[config.mk]
export PLATFORM = sky130hd
export DESIGN_NAME = audio_comp_scheduler
export DESIGN_NICKNAME = d
export VERILOG_FILES = /design/src/rtl/audio_comp_scheduler.sv
export SDC_FILE = /design/constraint.sdc
export NUM_CORES = 1
export LEC_CHECK = 0
export ABC_AREA = 1
export CAP_MARGIN = 20
export CORE_MARGIN = 4
export CORE_UTILIZATION = 25
export DETAILED_ROUTE_END_ITERATION = 10
export PLACE_DENSITY = 0.47
export SYNTH_ARGS = -nofsm -noshare
export SYNTH_HDL_FRONTEND = slang
export SYNTH_SLANG_ARGS = --single-unit
[constraint.sdc]
create_clock -name clk_i -period 8.3 [get_ports clk_i]
set_clock_uncertainty 0.05 [all_clocks]
set_input_delay 1.245 -clock clk_i [delete_from_list [all_inputs] [get_ports clk_i]]
set_output_delay 1.245 -clock clk_i [all_outputs]
set_load 0.01 [all_outputs]
[src/rtl/audio_comp_scheduler.sv]
// audio_comp_scheduler: per-strobe mix of NUM_SRC gained stereo sources, compressor issue and result capture
module audio_comp_scheduler #(
  parameter int NUM_SRC      = 4,
  parameter int SRC_WIDTH    = 16,
  parameter int GAIN_WIDTH   = 8,
  parameter int ACC_WIDTH    = 24,
  parameter int OUT_WIDTH    = 16,
  parameter int COMP_LATENCY = 3
) (
  input  logic                            clk_i,
  input  logic                            reset_n_i,
  input  logic                            sample_strobe_i,
  input  logic [NUM_SRC-1:0]              src_valid_i,
  output logic [NUM_SRC-1:0]              src_ready_o,
  input  logic [NUM_SRC*SRC_WIDTH-1:0]    src_l_i,
  input  logic [NUM_SRC*SRC_WIDTH-1:0]    src_r_i,
  input  logic [NUM_SRC*GAIN_WIDTH-1:0]   src_gain_i,
  input  logic                            comp_bypass_i,
  output logic                            comp_enable_o,
  output logic signed [ACC_WIDTH-1:0]     comp_in_l_o,
  output logic signed [ACC_WIDTH-1:0]     comp_in_r_o,
  input  logic [OUT_WIDTH-1:0]            comp_out_l_i,
  input  logic [OUT_WIDTH-1:0]            comp_out_r_i,
  output logic [OUT_WIDTH-1:0]            audio_l_o,
  output logic [OUT_WIDTH-1:0]            audio_r_o,
  output logic                            audio_valid_o,
  output logic                            busy_o,
  output logic                            overrun_o,
  input  logic                            overrun_clr_i
);
  localparam int IW  = (NUM_SRC > 1) ? $clog2(NUM_SRC) : 1;
  localparam int CW  = (COMP_LATENCY > 2) ? $clog2(COMP_LATENCY - 1) : 1;
  localparam int PRW = SRC_WIDTH + GAIN_WIDTH + 1;
  localparam int PW  = ((ACC_WIDTH > PRW) ? ACC_WIDTH : PRW) + 1;
  localparam logic [IW-1:0] IDX_LAST  = IW'(NUM_SRC - 1);
  localparam logic [CW-1:0] WAIT_LAST = CW'((COMP_LATENCY > 1) ? COMP_LATENCY - 2 : 0);
  typedef enum logic [2:0] {IDLE, SUM, ISSUE, WAIT, CAPTURE} state_t;
  state_t r_state, w_next;
  logic [IW-1:0] r_idx;
  logic [CW-1:0] r_wait;
  logic signed [SRC_WIDTH-1:0] r_hold_l [NUM_SRC];
  logic signed [SRC_WIDTH-1:0] r_hold_r [NUM_SRC];
  logic [GAIN_WIDTH-1:0] w_gain [NUM_SRC];
  logic [NUM_SRC-1:0] r_fresh, w_read, w_load;
  logic signed [ACC_WIDTH-1:0] r_acc_l, r_acc_r, w_mix_l, w_mix_r;
  logic r_vpend;
  function automatic logic signed [ACC_WIDTH-1:0] mix(
    input logic signed [ACC_WIDTH-1:0] acc,
    input logic signed [SRC_WIDTH-1:0] s,
    input logic [GAIN_WIDTH-1:0]       g
  );
    logic signed [PRW-1:0] p;
    logic signed [PW-1:0]  sum;
    p   = (PRW'(s) * PRW'($signed({1'b0, g}))) >>> 7;
    sum = PW'(acc) + PW'(p);
    mix = (&sum[PW-1:ACC_WIDTH-1] || !(|sum[PW-1:ACC_WIDTH-1])) ? sum[ACC_WIDTH-1:0]
        : {sum[PW-1], {(ACC_WIDTH-1){~sum[PW-1]}}};
  endfunction
  for (genvar g = 0; g < NUM_SRC; g++) begin : g_src
    assign w_gain[g] = src_gain_i[g*GAIN_WIDTH +: GAIN_WIDTH];
    assign w_read[g] = (r_state == SUM) && (r_idx == IW'(g));
    assign w_load[g] = src_valid_i[g] && src_ready_o[g];
  end
  assign src_ready_o = reset_n_i ? ~r_fresh : '0;
  assign busy_o      = r_state != IDLE;
  assign w_mix_l     = mix(r_acc_l, r_hold_l[r_idx], w_gain[r_idx]);
  assign w_mix_r     = mix(r_acc_r, r_hold_r[r_idx], w_gain[r_idx]);
  always_ff @(posedge clk_i or negedge reset_n_i)
    if (!reset_n_i) r_state <= IDLE;
    else r_state <= w_next;
  always_comb begin
    w_next = r_state;
    unique case (r_state)
      IDLE:    w_next = sample_strobe_i ? SUM : IDLE;
      SUM:     w_next = (r_idx == IDX_LAST) ? ISSUE : SUM;
      ISSUE:   w_next = (COMP_LATENCY > 1) ? WAIT : CAPTURE;
      WAIT:    w_next = (r_wait == WAIT_LAST) ? CAPTURE : WAIT;
      CAPTURE: w_next = IDLE;
      default: w_next = IDLE;
    endcase
  end
  // A load and a SUM read in the same cycle leave the slot fresh: the read saw the old value.
  always_ff @(posedge clk_i or negedge reset_n_i)
    if (!reset_n_i) begin
      r_fresh <= '0;
      for (int i = 0; i < NUM_SRC; i++) begin
        r_hold_l[i] <= '0;
        r_hold_r[i] <= '0;
      end
    end else begin
      r_fresh <= w_load | (r_fresh & ~w_read);
      for (int i = 0; i < NUM_SRC; i++)
        if (w_load[i]) begin
          r_hold_l[i] <= src_l_i[i*SRC_WIDTH +: SRC_WIDTH];
          r_hold_r[i] <= src_r_i[i*SRC_WIDTH +: SRC_WIDTH];
        end
    end
  always_ff @(posedge clk_i or negedge reset_n_i)
    if (!reset_n_i) begin
      r_idx         <= '0;
      r_wait        <= '0;
      r_acc_l       <= '0;
      r_acc_r       <= '0;
      comp_in_l_o   <= '0;
      comp_in_r_o   <= '0;
      comp_enable_o <= 1'b0;
      audio_l_o     <= '0;
      audio_r_o     <= '0;
      r_vpend       <= 1'b0;
      audio_valid_o <= 1'b0;
      overrun_o     <= 1'b0;
    end else begin
      r_idx   <= (r_state == SUM) ? r_idx + IW'(1) : '0;
      r_wait  <= (r_state == WAIT) ? r_wait + CW'(1) : '0;
      r_acc_l <= (r_state == IDLE) ? '0 : (r_state == SUM) ? w_mix_l : r_acc_l;
      r_acc_r <= (r_state == IDLE) ? '0 : (r_state == SUM) ? w_mix_r : r_acc_r;
      if (r_state == ISSUE) begin
        comp_in_l_o <= r_acc_l;
        comp_in_r_o <= r_acc_r;
      end
      comp_enable_o <= (r_state == ISSUE) && !comp_bypass_i;
      if (r_state == CAPTURE) begin
        audio_l_o <= comp_out_l_i;
        audio_r_o <= comp_out_r_i;
      end
      r_vpend       <= r_state == CAPTURE;
      audio_valid_o <= r_vpend;
      overrun_o     <= (sample_strobe_i && r_state != IDLE) || (overrun_o && !overrun_clr_i);
    end
endmodule
==> impl_results.html, run 1 <==
<table>
<tr><th>Metric</th><th>Value</th></tr>
<tr><th colspan="2">Status</th></tr>
<tr><td>Status</td><td>complete, no violations</td></tr>
<tr><th colspan="2">Clocking</th></tr>
<tr><td>Count of clock tree sinks</td><td>270</td></tr>
<tr><td>Number of buffers on the longest clock path</td><td>3</td></tr>
<tr><td>Clock slew at the register clock pins of the worst setup and hold paths</td><td>0.06 ns</td></tr>
<tr><td>Later-pin clock latency in the skew report</td><td>0.55 ns</td></tr>
<tr><td>Number of clock buffers inserted by TritonCTS</td><td>34</td></tr>
<tr><td>CTS Hold Bufs</td><td>0</td></tr>
<tr><td>Clock tree from TritonCTS</td><td>yes</td></tr>
<tr><td>Root Buffer</td><td>clkbuf_16</td></tr>
<tr><td>H-tree depth</td><td>2</td></tr>
<tr><th colspan="2">STA</th></tr>
<tr><td>Tightest hold margin</td><td>0.2990 ns</td></tr>
<tr><td>Min Tclk post-route</td><td>7.832 ns</td></tr>
<tr><td>Setup WS post-layout</td><td>0.4677 ns</td></tr>
<tr><td>Timing-limited maximum frequency</td><td>127.7 MHz</td></tr>
<tr><td>Max-Slew Margin vs Limit</td><td>29.76%</td></tr>
<tr><td>Hold Vio Cnt, Final</td><td>0</td></tr>
<tr><td>Endpoints failing setup</td><td>0</td></tr>
<tr><td>Final sum of negative setup slack</td><td>0 ns</td></tr>
<tr><td>Transition time of the tightest slew-check pin</td><td>1.050 ns</td></tr>
<tr><td>Pins over their slew limit</td><td>0</td></tr>
<tr><td>Unrepaired setup endpoints after global routing</td><td>false</td></tr>
<tr><td>Final period util</td><td>94.37%</td></tr>
<tr><th colspan="2">Flow run</th></tr>
<tr><td>Max-capacitance violation count</td><td>0</td></tr>
<tr><th colspan="2">Placement</th></tr>
<tr><td>Worst setup slack before clock tree synthesis</td><td>-0.1555 ns</td></tr>
<tr><td>HPWL Detailed</td><td>58.55 mm</td></tr>
<tr><td>Global placement routability congestion</td><td>0.8420</td></tr>
<tr><td>Number of I/O port buffers</td><td>288</td></tr>
<tr><th colspan="2">Synth</th></tr>
<tr><td>Combinational family with the most area after synthesis</td><td>adder cells</td></tr>
<tr><td>Syn Inst Count</td><td>2810</td></tr>
<tr><td>Post-Synth Simple-Gate Area</td><td>19.88%</td></tr>
<tr><td>Async set-reset flop share out of synthesis</td><td>100.0%</td></tr>
<tr><td>Synthesized-area fraction occupied by ao, oa, aoi and oai cells</td><td>6.835%</td></tr>
<tr><td>Count of synthesis-stage warnings from yosys</td><td>0</td></tr>
<tr><td>Synth top cells by count</td><td>713 x nand2_1, 422 x inv_1, 270 x dfrtp_1</td></tr>
<tr><td>Mux cell area share after synthesis</td><td>8.177%</td></tr>
<tr><td>Fraction of synthesized cell area in xor and xnor cells</td><td>2.884%</td></tr>
<tr><td>Post-synth EDFFs</td><td>0</td></tr>
<tr><td>Synth Area per Inst</td><td>8.430 µm²</td></tr>
<tr><td>Area share of the leading cell type in the synthesized netlist</td><td>28.52%</td></tr>
<tr><td>Netlist area before placement</td><td>23690 µm²</td></tr>
<tr><td>Most common cell in the netlist</td><td>nand2_1</td></tr>
<tr><td>Count of distinct cell types in the synthesized netlist</td><td>52</td></tr>
<tr><td>Post-Synth Adder-Cell Area</td><td>24.95%</td></tr>
<tr><td>Net count of the mapped netlist</td><td>3361</td></tr>
<tr><td>Largest area contributor in the synthesized netlist</td><td>dfrtp_1</td></tr>
<tr><td>Largest cells by area after synthesis</td><td>dfrtp_1 29%, fa_1 17%, nand2_1 11%</td></tr>
<tr><td>Portion of the post-synthesis area used by sequential elements</td><td>28.52%</td></tr>
<tr><td>Primary FF master, synth</td><td>dfrtp_1</td></tr>
<tr><td>Count of state elements after synthesis</td><td>270</td></tr>
<tr><th colspan="2">Die</th></tr>
<tr><td>Height of the die</td><td>315.8 µm</td></tr>
<tr><td>Ports placed on the boundary</td><td>289</td></tr>
<tr><td>Initial standard-cell utilization of the core</td><td>25.30%</td></tr>
<tr><td>Total core area</td><td>93610 µm²</td></tr>
<tr><td>Chip Width</td><td>315.8 µm</td></tr>
<tr><td>Die area</td><td>99740 µm²</td></tr>
<tr><td>Cell row count</td><td>112</td></tr>
<tr><th colspan="2">Worst setup path</th></tr>
<tr><td>Startpoint kind of the worst setup timing path</td><td>input port</td></tr>
<tr><td>Source of the worst register-to-register timing path</td><td>r_idx[0]</td></tr>
<tr><td>Most prevalent standard cell on the critical path</td><td>nand2_1</td></tr>
<tr><td>Crit Path Max Fanout</td><td>23</td></tr>
<tr><td>Kind of cell adding the most delay to the critical path</td><td>adder cells</td></tr>
<tr><td>Delay of the slowest critical-path stage</td><td>0.71 ns</td></tr>
<tr><td>Worst endpoint data arrival time</td><td>8.26 ns</td></tr>
<tr><td>Kind of end point of the critical path</td><td>register</td></tr>
<tr><td>Required time reported for the critical path endpoint</td><td>8.73 ns</td></tr>
<tr><td>Crit path max-delay cell type</td><td>fa_1</td></tr>
<tr><td>Critical path launch point</td><td>src_gain_i[8]</td></tr>
<tr><td>Classification of the worst setup path</td><td>in2reg</td></tr>
<tr><td>Buffering stage count on the worst path with inverters included</td><td>7</td></tr>
<tr><th colspan="2">Global route</th></tr>
<tr><td>Largest net degree at the start of global routing</td><td>84</td></tr>
<tr><td>Global-route wire length before repair</td><td>115.9 mm</td></tr>
<tr><td>Number of global-route vias before repair</td><td>20310</td></tr>
<tr><td>Total overflow reported by the global router</td><td>0</td></tr>
<tr><td>Number of antenna violations at the first check in global routing</td><td>16</td></tr>
<tr><td>Global-route usage over all layers</td><td>14.64%</td></tr>
<tr><th colspan="2">Route</th></tr>
<tr><td>Count of TritonRoute iterations in the first routing pass</td><td>4</td></tr>
<tr><td>Average vias per placed instance</td><td>4.311</td></tr>
<tr><td>DRC viols</td><td>0</td></tr>
<tr><td>Vias</td><td>19640</td></tr>
<tr><td>Wire length reported by the detailed router</td><td>73.09 mm</td></tr>
<tr><td>Antenna Violating Nets Remaining</td><td>0</td></tr>
<tr><td>Number of violations reported at the end of detailed-routing iteration 0</td><td>879</td></tr>
<tr><td>DR WL/cell</td><td>16.04 µm</td></tr>
<tr><th colspan="2">Final layout</th></tr>
<tr><td>Multi-input combinational cell area</td><td>14890 µm²</td></tr>
<tr><td>Share of cells above drive strength 1</td><td>15.38%</td></tr>
<tr><td>Sequential cell area</td><td>6758 µm²</td></tr>
<tr><td>Syn-to-layout area delta</td><td>30.14%</td></tr>
<tr><td>Final-stage net count</td><td>3824</td></tr>
<tr><td>Number of inserted filler cells in the final layout</td><td>10080</td></tr>
<tr><th colspan="2">Worst hold path</th></tr>
<tr><td>Path type of the worst min-delay path</td><td>reg2reg</td></tr>
<tr><td>Startpoint of the most critical hold path</td><td>r_vpend</td></tr>
</table>
-- final cells by class --
cell class              count  area share, %
diodes                      5        0.04059
clock buffers              43          2.999
clock inverters            17         0.8077
inverters                 431          5.296
multi-input cells        2023          48.31
flip-flops and latches    270          21.92
well taps                1254          5.089
repair buffers            513          15.54
-- through the flow --
step	util, %	area, µm²	std cells
CTS	32.86	30760	4550
floorplan	-	23690	2810
global route	32.92	30820	4553
detailed placement	31.61	29590	4490
global placement	31.61	29590	4490
finish	32.93	30830	4556
-- state kept, by name (all words and copies together), names as in the netlist, 4 cells and up --
| register | flops |
|---|---|
| r_acc_l | 24 |
| audio_l_o | 16 |
| comp_in_l_o | 24 |
| audio_r_o | 16 |
| comp_in_r_o | 24 |
| r_hold_l | 64 |
| r_acc_r | 24 |
| r_hold_r | 64 |
| r_fresh | 4 |
-- worst paths after layout --
| check | end | slack (ns) | cells after the start |
|---|---|---|---|
| max in group asynchronous | r_idx[0] | 5.39 | 3 |
| setup / recovery | r_acc_l[16] | 0.47 | 33 |
| setup reg to reg | r_acc_l[16] | 0.64 | 33 |
| min in group asynchronous | r_hold_l[24] | 0.62 | 1 |
| hold reg to reg | audio_valid_o | 0.30 | 0 |
| hold / removal | audio_valid_o | 0.30 | 0 |
-- kinds of logic (layout without fill, tap and decap cells) --
logic type / after synthesis / after routing
adders and majority gates: 350 / 350
xor gates and xnor gates: 78 / 78
other: 0 / 5
and+or+nand+nor: 1153 / 1153
DFF: 270 / 270
AOI/OAI and AO/OA: 270 / 270
buffers and inverters: 517 / 1004
muxes: 172 / 172
-- routing by layer --
layer / vias to the layer above / track usage [%] / part of all wire (%)
met5: - / 0 / 0.18
met4: 20 / 2.559 / 1.5
met3: 80 / 3.625 / 5.9
met2: 374 / 22.75 / 43
met1: 9342 / 20.88 / 49
li1: 9824 / - / -
-- repair_timing --
| item | 4_1_cts | 5_1_grt |
|---|---|---|
| endpoints found under the setup margin | 0 | 36 |
| resized for setup | 0 | 5 |
| buffers inserted | 0 | 0 |
-- layout by cell type (no fill, tap or decap), types with 5 or more instances in the layout --
| cell | count |
|---|---|
| ha_1 | 146 |
| clkdlybuf4s50_1 | 287 |
| fa_1 | 203 |
| a32oi_1 | 30 |
| nand2_2 | 18 |
| nand4_1 | 21 |
| o21bai_1 | 7 |
| diode_2 | 5 |
| o21a_1 | 5 |
| inv_2 | 5 |
| a21o_1 | 8 |
| nand2_1 | 709 |
| clkbuf_16 | 35 |
| a21oi_1 | 132 |
| o22ai_1 | 5 |
| a31oi_1 | 7 |
| xor2_1 | 41 |
| buf_12 | 14 |
| clkbuf_1 | 5 |
| inv_1 | 422 |
| mux2_2 | 172 |
| nand3_1 | 108 |
| dfrtp_1 | 269 |
| o21ai_0 | 49 |
| nand3_2 | 8 |
| clkinv_2 | 6 |
| buf_4 | 209 |
| nor2_1 | 249 |
| nor3_1 | 20 |
| xnor2_1 | 37 |
Power of run 1 is not shown: default switching activity piles up to over one toggle a cycle in this logic, so the estimate is an artifact.
==> inputs of run 2 (changes only) <==
==> constraint.sdc (replaced) <==
create_clock -name clk_i -period 7.9 [get_ports clk_i]
set_clock_uncertainty 0.05 [all_clocks]
set_input_delay 1.185 -clock clk_i [delete_from_list [all_inputs] [get_ports clk_i]]
set_output_delay 1.185 -clock clk_i [all_outputs]
set_load 0.01 [all_outputs]
==> impl_results.html, run 2 (synthesis gave the netlist of run 1 again) <==
<table>
<tr><th>Metric</th><th>Value</th></tr>
<tr><th colspan="2">STA</th></tr>
<tr><td>Final period util</td><td>94.60%</td></tr>
<tr><td>Endpoints failing setup</td><td>0 (unchanged)</td></tr>
<tr><td>Final sum of negative setup slack</td><td>0 ns (unchanged)</td></tr>
<tr><td>Transition time of the tightest slew-check pin</td><td>1.064 ns (+0.01383 ns)</td></tr>
<tr><td>Hold Vio Cnt, Final</td><td>0 (unchanged)</td></tr>
<tr><td>Setup WS post-layout</td><td>0.4265 ns (-0.04120 ns)</td></tr>
<tr><td>Pins over their slew limit</td><td>0 (unchanged)</td></tr>
<tr><td>Timing-limited maximum frequency</td><td>133.8 MHz</td></tr>
<tr><td>Max-Slew Margin vs Limit</td><td>28.83% (-0.93 points)</td></tr>
<tr><td>Min Tclk post-route</td><td>7.474 ns</td></tr>
<tr><th colspan="2">Route</th></tr>
<tr><td>Count of TritonRoute iterations in the first routing pass</td><td>5 (+1)</td></tr>
<tr><td>Average vias per placed instance</td><td>4.290 (-0.49%)</td></tr>
<tr><td>Wire length reported by the detailed router</td><td>74.79 mm (+2.3%)</td></tr>
<tr><td>DRC viols</td><td>0 (unchanged)</td></tr>
<tr><td>Antenna Violating Nets Remaining</td><td>0 (unchanged)</td></tr>
<tr><td>Number of violations reported at the end of detailed-routing iteration 0</td><td>843 (-4.1%)</td></tr>
<tr><td>Vias</td><td>20170 (+2.7%)</td></tr>
<tr><td>DR WL/cell</td><td>15.91 µm (-0.84%)</td></tr>
<tr><th colspan="2">Worst setup path</th></tr>
<tr><td>Capture point of the worst reg-to-reg path</td><td>r_acc_l[1]</td></tr>
<tr><td>Crit Path Max Fanout</td><td>19 (-17%)</td></tr>
<tr><td>Crit path max-delay cell type</td><td>fa_1</td></tr>
<tr><td>Required time reported for the critical path endpoint</td><td>8.28 ns (-0.45 ns)</td></tr>
<tr><td>Source of the worst register-to-register timing path</td><td>r_idx[0]</td></tr>
<tr><td>Reg-to-reg setup timing slack</td><td>0.51 ns (-0.13 ns)</td></tr>
<tr><td>Reg2reg path depth</td><td>39 (+18%)</td></tr>
<tr><td>Classification of the worst setup path</td><td>in2reg</td></tr>
<tr><td>Startpoint kind of the worst setup timing path</td><td>input port</td></tr>
<tr><td>Worst endpoint data arrival time</td><td>7.85 ns (-0.41 ns)</td></tr>
<tr><td>Critical path launch point</td><td>src_gain_i[12]</td></tr>
<tr><td>Most prevalent standard cell on the critical path</td><td>nand2_1</td></tr>
<tr><td>Kind of end point of the critical path</td><td>register</td></tr>
<tr><td>Delay of the slowest critical-path stage</td><td>0.61 ns (-0.10 ns)</td></tr>
<tr><th colspan="2">Placement</th></tr>
<tr><td>Placed Area</td><td>30680 µm² (+3.7%)</td></tr>
<tr><td>Instance count after placement with tap cells included</td><td>4627 (+3.1%)</td></tr>
<tr><td>Global placement routability congestion</td><td>0.8052 (-4.4%)</td></tr>
<tr><td>Number of I/O port buffers</td><td>288 (unchanged)</td></tr>
<tr><td>Worst setup slack before clock tree synthesis</td><td>-0.4244 ns (-0.2689 ns)</td></tr>
<tr><td>HPWL Detailed</td><td>59.79 mm (+2.1%)</td></tr>
<tr><th colspan="2">Clocking</th></tr>
<tr><td>Clock tree from TritonCTS</td><td>yes</td></tr>
<tr><td>Number of clock buffers inserted by TritonCTS</td><td>36 (+5.9%)</td></tr>
<tr><td>Later-pin clock latency in the skew report</td><td>0.59 ns (+0.04 ns)</td></tr>
<tr><td>Root Buffer</td><td>clkbuf_16</td></tr>
<tr><td>Number of buffers on the longest clock path</td><td>3 (unchanged)</td></tr>
<tr><td>Count of clock tree sinks</td><td>270 (unchanged)</td></tr>
<tr><td>Clock slew at the register clock pins of the worst setup and hold paths</td><td>0.06 ns (about the same)</td></tr>
<tr><td>CTS Hold Bufs</td><td>0 (unchanged)</td></tr>
<tr><td>H-tree depth</td><td>2 (unchanged)</td></tr>
<tr><th colspan="2">Global route</th></tr>
<tr><td>Number of antenna violations at the first check in global routing</td><td>4 (-12)</td></tr>
<tr><td>Global-route wire length before repair</td><td>118.4 mm (+2.1%)</td></tr>
<tr><td>Global-route usage over all layers</td><td>14.90% (+0.26 points)</td></tr>
<tr><td>Total overflow reported by the global router</td><td>0 (unchanged)</td></tr>
<tr><td>Largest net degree at the start of global routing</td><td>141 (+68%)</td></tr>
<tr><td>Number of global-route vias before repair</td><td>21210 (+4.4%)</td></tr>
<tr><th colspan="2">Die</th></tr>
<tr><td>Initial standard-cell utilization of the core</td><td>25.30% (unchanged)</td></tr>
<tr><td>Height of the die</td><td>315.8 µm (unchanged)</td></tr>
<tr><td>Chip Width</td><td>315.8 µm (unchanged)</td></tr>
<tr><td>Ports placed on the boundary</td><td>289 (unchanged)</td></tr>
<tr><td>Die area</td><td>99740 µm² (unchanged)</td></tr>
<tr><td>Total core area</td><td>93610 µm² (unchanged)</td></tr>
<tr><td>Cell row count</td><td>112 (unchanged)</td></tr>
<tr><th colspan="2">Final layout</th></tr>
<tr><td>Commonest non-fill, non-tap cells in the layout</td><td>706 x nand2_1, 422 x inv_1, 342 x buf_4, 287 x clkdlybuf4s50_1, 269 x dfrtp_1</td></tr>
<tr><td>Leading cell type in the layout, fill and taps excluded</td><td>nand2_1</td></tr>
<tr><td>Number of inserted filler cells in the final layout</td><td>10010 (-0.70%)</td></tr>
<tr><td>Regs by FF count</td><td>r_hold_l (64), r_hold_r (64)</td></tr>
<tr><td>Non-filler instance count after layout</td><td>4702 (+3.2%)</td></tr>
<tr><td>Syn-to-layout area delta</td><td>35.80%</td></tr>
<tr><td>Share of cells above drive strength 1</td><td>19.88% (+4.5 points)</td></tr>
<tr><td>Final cell area excluding filler cells</td><td>32170 µm² (+4.3%)</td></tr>
<tr><td>Final-stage net count</td><td>3969 (+3.8%)</td></tr>
<tr><th colspan="2">Worst hold path</th></tr>
<tr><td>Startpoint of the most critical hold path</td><td>r_vpend</td></tr>
<tr><td>Path type of the worst min-delay path</td><td>reg2reg</td></tr>
<tr><td>Cells on Worst Hold Path</td><td>0 (unchanged)</td></tr>
<tr><td>Hold endpoint</td><td>audio_valid_o</td></tr>
<tr><th colspan="2">Status</th></tr>
<tr><td>Status</td><td>complete, no violations</td></tr>
<tr><th colspan="2">Flow run</th></tr>
<tr><td>Max-capacitance violation count</td><td>0 (unchanged)</td></tr>
</table>
==> run 2: changes by cell type in the layout (fill, tap and decap cells not counted), sizes merged, moves of 2 or more <==
cell / change
buf: +140
bufinv: -4
clkinvlp: +4
diode: -3
clkbuf: +5
nand2: +2
==> run 2: worst max-delay path by stage <==
stage                        endpoint  slack [ns]  cells after the start
after floorplan           r_acc_l[10]        0.89                     36
after global placement    r_acc_l[11]       -0.36                     34
after detailed placement   r_acc_l[4]       -0.42                     34
after CTS                 r_acc_r[20]        0.11                     35
after global routing       r_acc_l[0]     -0.0004                     38
final                      r_acc_l[1]        0.43                     37
==> run 2: final cells by class <==
| type | count | area, µm² | share of cell area, % |
|---|---|---|---|
| antenna | 2 | 5.005 | 0.01556 |
| clock inverter | 18 | 193.9 | 0.6029 |
| multi-input combinational | 2026 | 15090 | 46.92 |
| inverter | 431 | 1635 | 5.084 |
| timing repair buffer | 653 | 5927 | 18.42 |
| clock buffer | 48 | 985.9 | 3.065 |
| tap | 1254 | 1569 | 4.877 |
| sequential | 270 | 6758 | 21.01 |
==> run 2: metrics by stage <==
stage | util (%) | hold slack, ns
finish | 34.36 | 0.2993
global route | 34.36 | 0.3235
CTS | 34.04 | 0.3010
detailed placement | 32.78 | 0.2847
global placement | 32.78 | 0.2823
floorplan | - | 0.2812
==> run 2: critical path: cells and delay by family <==
kind                     cells  cell delay (ns)
adder cells (fa/ha/maj)      6             2.71
buffers and inverters       10             1.61
AND/OR/NAND/NOR             17             1.46
AO/OA/AOI/OAI                4             0.88
==> run 2: routing by layer <==
| layer | track usage, % | up-vias | share of wire [%] |
|---|---|---|---|
| met5 | 0 | - | 0.035 |
| met4 | 2.538 | 4 | 1.5 |
| met3 | 3.166 | 70 | 5.0 |
| met2 | 23.53 | 332 | 44 |
| met1 | 21.32 | 9644 | 50 |
| li1 | - | 10120 | - |
==> run 2: repair_timing <==
action	4_1_cts	5_1_grt
buffers inserted	0	2
gates resized for setup	0	46
setup endpoints to repair	0	47
Power of run 2 is left out for the same reason.
==> inputs of run 3 (changes only) <==
==> constraint.sdc (replaced) <==
create_clock -name clk_i -period 7.9 [get_ports clk_i]
set_clock_uncertainty 0.05 [all_clocks]
set_input_delay 1.185 -clock clk_i [delete_from_list [all_inputs] [get_ports clk_i]]
set_output_delay 1.185 -clock clk_i [all_outputs]
set_load 0.005 [all_outputs]
==> results of run 3 <==
No change in the layout: final DEF, timing and power equal those of run 2.
Power of run 3 is left out for the same reason.
